===== src/rtl/div_pkg.sv =====
// Shared constants and state encoding for the sequential restoring divider.
package div_pkg;

    localparam int DIV_WIDTH = 8;

    typedef enum logic [1:0] {
        IDLE = 2'd0,
        RUN  = 2'd1,
        DONE = 2'd2
    } state_t;

    localparam logic [7:0] DBZ_QUOT = 8'hFF;

endpackage


===== src/rtl/div_step.sv =====
// One combinational unsigned restoring-division step: shift in the next
// dividend bit, subtract the divisor if it fits, and emit the quotient bit.
module div_step
    import div_pkg::*;
#(
    parameter int WIDTH = DIV_WIDTH
) (
    input  logic [WIDTH-1:0] i_prem,
    input  logic             i_bit,
    input  logic [WIDTH-1:0] i_dvs,
    output logic [WIDTH-1:0] o_rem,
    output logic             o_qbit
);

    logic [WIDTH:0] w_sh;

    // A non-negative difference is always below the divisor, so it fits in WIDTH bits.
    assign w_sh   = {i_prem, i_bit};
    assign o_qbit = (w_sh >= {1'b0, i_dvs});
    assign o_rem  = o_qbit ? (w_sh[WIDTH-1:0] - i_dvs) : w_sh[WIDTH-1:0];

endmodule


===== src/rtl/seq_div_8bit.sv =====
// Sequential 8-bit unsigned divider: IDLE/RUN/DONE FSM, one restoring step
// per RUN cycle, divide-by-zero short-cut, one-cycle done pulse.
module seq_div_8bit
    import div_pkg::*;
#(
    parameter int WIDTH = DIV_WIDTH
) (
    input  logic             clk,
    input  logic             rst,
    input  logic             start,
    input  logic [WIDTH-1:0] dividend,
    input  logic [WIDTH-1:0] divisor,
    output logic             busy,
    output logic             done,
    output logic [WIDTH-1:0] quot,
    output logic [WIDTH-1:0] rem,
    output logic             div_by_zero
);

    localparam logic [3:0] LAST_STEP = 4'(WIDTH - 1);

    state_t           r_state;
    state_t           w_state_nxt;
    logic [3:0]       r_cnt;
    logic [WIDTH-1:0] r_dvd;
    logic [WIDTH-1:0] r_dvs;
    logic [WIDTH-1:0] r_prem;
    logic [WIDTH-1:0] r_q;
    logic [WIDTH-1:0] r_quot;
    logic [WIDTH-1:0] r_rem;
    logic             r_dbz;
    logic             r_zero;
    logic [WIDTH-1:0] w_rem;
    logic             w_qbit;
    logic             w_accept;

    div_step #(.WIDTH(WIDTH)) u_step (
        .i_prem (r_prem),
        .i_bit  (r_dvd[WIDTH-1]),
        .i_dvs  (r_dvs),
        .o_rem  (w_rem),
        .o_qbit (w_qbit)
    );

    assign w_accept = (r_state == IDLE) && start;

    always_ff @(posedge clk or posedge rst) begin
        if (rst) r_state <= IDLE;
        else     r_state <= w_state_nxt;
    end

    // A zero divisor spends a single RUN cycle, so its DONE lands one edge after acceptance.
    always_comb begin
        w_state_nxt = r_state;
        case (r_state)
            IDLE:    if (start) w_state_nxt = RUN;
            RUN:     if (r_zero || (r_cnt == LAST_STEP)) w_state_nxt = DONE;
            DONE:    w_state_nxt = IDLE;
            default: w_state_nxt = IDLE;
        endcase
    end

    always_ff @(posedge clk or posedge rst) begin
        if (rst) begin
            r_cnt  <= '0;
            r_quot <= '0;
            r_rem  <= '0;
            r_dbz  <= 1'b0;
            r_zero <= 1'b0;
        end else if (w_accept) begin
            r_cnt  <= '0;
            r_zero <= (divisor == '0);
            if (divisor != '0) r_dbz <= 1'b0;
        end else if (r_state == RUN) begin
            r_cnt <= r_cnt + 4'd1;
            if (r_zero) begin
                r_quot <= WIDTH'(DBZ_QUOT);
                r_rem  <= r_dvd;
                r_dbz  <= 1'b1;
            end else if (r_cnt == LAST_STEP) begin
                r_quot <= {r_q[WIDTH-2:0], w_qbit};
                r_rem  <= w_rem;
            end
        end
    end

    always_ff @(posedge clk) begin
        if (w_accept) begin
            r_dvd  <= dividend;
            r_dvs  <= divisor;
            r_prem <= '0;
            r_q    <= '0;
        end else if (r_state == RUN) begin
            r_dvd  <= {r_dvd[WIDTH-2:0], 1'b0};
            r_prem <= w_rem;
            r_q    <= {r_q[WIDTH-2:0], w_qbit};
        end
    end

    assign busy        = (r_state != IDLE);
    assign done        = (r_state == DONE);
    assign quot        = r_quot;
    assign rem         = r_rem;
    assign div_by_zero = r_dbz;

endmodule


===== config.mk =====
export PLATFORM = sky130hd
export DESIGN_NAME = seq_div_8bit
export DESIGN_NICKNAME = d
export VERILOG_FILES = /design/src/rtl/div_pkg.sv /design/src/rtl/div_step.sv /design/src/rtl/seq_div_8bit.sv
export SDC_FILE = /design/constraint.sdc
export NUM_CORES = 1
export LEC_CHECK = 0
export CAP_MARGIN = 20
export CORE_UTILIZATION = 48
export CTS_BUF_LIST = sky130_fd_sc_hd__clkbuf_16
export CTS_CLUSTER_DIAMETER = 50
export CTS_CLUSTER_SIZE = 8
export DETAILED_ROUTE_END_ITERATION = 12
export PLACE_DENSITY = 0.71
export SYNTH_ARGS = -nofsm -noshare
export SYNTH_HDL_FRONTEND = slang
export SYNTH_HIERARCHICAL = 1
export SYNTH_SLANG_ARGS = --single-unit

===== constraint.sdc =====
create_clock -name clk -period 3.01 [get_ports clk]
set_input_delay 0.602 -clock clk [delete_from_list [all_inputs] [get_ports clk]]
set_output_delay 0.602 -clock clk [all_outputs]
set_load 0.05 [all_outputs]

==> run_results.csv <==
group,metric,value,unit
grt,grt_pass1_wl,9780,um
floorplan,ios,38,
timing,finalWorstSetupSlack,0.350,ns
timing,rsz0062_at_grt,"false",
route,num_vias,2129,
grt,grt_use_total,20.0,%
worst_hold_path,hold_class,"register to register",
route,drtPass1Iterations,4,
floorplan,num_rows,27,
worst_setup_path,r2r-start,"r_prem[5]",
synth,yosysTopAreaCell,"dfrtp_1",
route,drt-initial-drc-count,113,
clock_tree,numCtsBuffers,5,
floorplan,chipWidth,79.0,um
route,wl_per_cell,15.4,um
run_status,status,"finished, final reports clean",
clock_tree,cts_htree_levels,2,
worst_setup_path,cp.required,3.18,ns
grt,grt_max_degree,28,
synth,ys_top_cells_by_area,"dfrtp_1 21%, edfxtp_1 17%, dfxtp_1 11%, mux2_4 5.3%, nand2_1 4.9%",
synth,synthFlopType,"dfrtp_1",
clock_tree,cts.repair.resized,0,
synth,synth-seq-cells,55,
synth,async_flop_share,43.6,%
timing,max_freq,0.376,GHz
grt,gr-total-overflow,0,
route,drc,0,
timing,min_period,2.66,ns
run,maxCapViolCount,0,
worst_setup_path,startpoint_type,"register",
place,dpl_cell_area,3240,sq um
power_and_ir_drop,irDropWorstVdd,0.590,mV
power_and_ir_drop,power_density,1200,nW/um^2
timing,clock-skew-final,0.00474,ns
worst_setup_path,endpoint,"rem[2]",
timing,tightest_slew,0.712,ns
synth,synth.avg_cell_area,10.2,sq um
worst_setup_path,crit_fanout,9,
floorplan,core_area,5610,sq um
timing,finalSetupTns,0,ns
route,viasPerCell,5.54,
grt,grt_pass1_vias,2099,
clock_tree,path_clk_slew,0.07,ns
clock_tree,cts_setup_buffers,0,
worst_setup_path,critPathLaunch,"r_prem[5]",
worst_setup_path,r2r-end,"rem[2]",
place,place_ws,0.436,ns
clock_tree,clk-insertion-delay-late,0.29,ns
worst_setup_path,timing.reg2reg.setup_slack,0.35,ns
finish,final_area,3400,sq um
finish,final_cell_mix,"37 x nand2_1, 37 x clkdlybuf4s50_1, 24 x dfrtp_1",
synth,ys_types,54,
clock_tree,clkSinkCount,55,
clock_tree,clk_path_buf_depth,2,
finish,num-nets-final,340,
clock_tree,cts_tree,"yes",
power_and_ir_drop,leakagePower,1.45,nW
synth,yosys_warnings,6,
worst_setup_path,criticalPathCategory,"register to register",
worst_setup_path,worstSetupEndpointType,"register",
clock_tree,ctsHoldBuffers,0,
timing,hold_viol,0,
place,io_buffers,37,
timing,slew_headroom,52.3,%
clock_tree,clockRootBuffer,"clkbuf_16",
floorplan,die_h,79.0,um
synth,synthesis.nets,308,
route,antenna_left,0,
grt,antenna_found_initial,0,
place,dp_hpwl,4210,um
finish,n_antenna_cell,0,
place,gp_congestion,0.819,
synth,ys_seq_area_share,48.6,%
finish,drive_gt1_share,10.6,%
synth,synth_edf_count,16,
worst_setup_path,worstPathArrival,2.83,ns
synth,yosys.area.top_type_share,21.1,%
timing,maxSlewViolCount,0,
floorplan,die-area,6240,sq um
worst_setup_path,rr_worst_depth,8,
synth,syn_inst,279,
finish,area_growth,19.6,%
timing,setup_viol_count_final,0,
route,wl,5920,um
synth,netlist_area,2840,sq um
floorplan,start_util,50.7,%
timing,timing.final.crit_share,88.4,%
==> metal layers <==
metal | up-vias | track usage (%) | wire length [um]
met4 | 0 | 4.18 | 38
met2 | 38 | 35.3 | 2960
met3 | 4 | 3.79 | 192
li1 | 1058 | - | -
met5 | - | 0 | 0
met1 | 1029 | 25.4 | 2720
==> report_power, final <==
part	switching (mW)	leakage (nW)	internal, mW
Combinational	1.23	0.775	0.912
Sequential	0.213	0.584	1.09
Clock	0.247	0.0864	0.387
==> critical path, cell delays in order, from the launching register on <==
cell and delay, ns:
dfxtp_1 0.33, ha_1 0.38, a21o_1 0.24, a2111oi_2 0.39, o21a_1 0.50, mux2_4 0.35, nor2_1 0.11, o2bb2ai_1 0.15
a2bb2oi_1 0.09
==> cells in the mapped netlist, drive strengths merged (6+ instances only) <==
master,count
nand2,37
dfrtp,24
a21oi,20
nor2,18
nor3,17
edfxtp,16
dfxtp,15
buf,13
inv,13
mux2,13
nor4,10
ha,9
a2bb2oi,7
nand3,7
o2bb2ai,7
o21ai,6
==> worst min path at each step <==
stage | startpoint | end | slack [ns] | depth (start not counted)
global route | r_q[2] | r_q[3] | 0.50 | 2
CTS | r_q[6] | r_q[6] | 0.47 | 2
finish | r_q[6] | r_q[6] | 0.46 | 2
global placement | r_q[6] | r_q[6] | 0.45 | 2
floorplan | r_q[6] | r_q[6] | 0.44 | 2
detailed placement | r_q[6] | r_q[6] | 0.46 | 2
==> layout make-up <==
type / count / area, sq um
repair buffers: 43 / 415
clock buffers: 5 / 125
multi-input cells: 191 / 1290
clock inverters: 3 / 37.5
well taps: 72 / 90.1
fillers: 493 / 2210
inverters: 15 / 56.3
flip-flops and latches: 55 / 1380
==> kinds of logic after synthesis <==
family	share of synthesized area [%]
adders and majority gates	4.66
buffers and inverters	5.98
xor gates and xnor gates	1.23
DFF	48.6
muxes	7.17
AOI/OAI and AO/OA	15.0
and+or+nand+nor	17.4
==> through the flow <==
stage	hold slack (ns)	power, mW	cells	util (%)
after floorplan	0.436	2.96	279	-
after global placement	0.453	3.41	376	57.7
after detailed placement	0.461	3.45	376	57.7
after CTS	0.470	4.09	384	60.6
after global routing	0.496	4.34	384	60.6
final	0.465	4.08	384	60.6
==> flip-flops by register name, summed over array words and instances, names as in the netlist, 2 cells and up <==
name	cells
r_cnt	4
r_prem	8
r_dvs	8
r_q	7
rem	8
quot	8
r_state	2
r_dvd	8
Note: power is estimated with default switching activity, not from simulation.
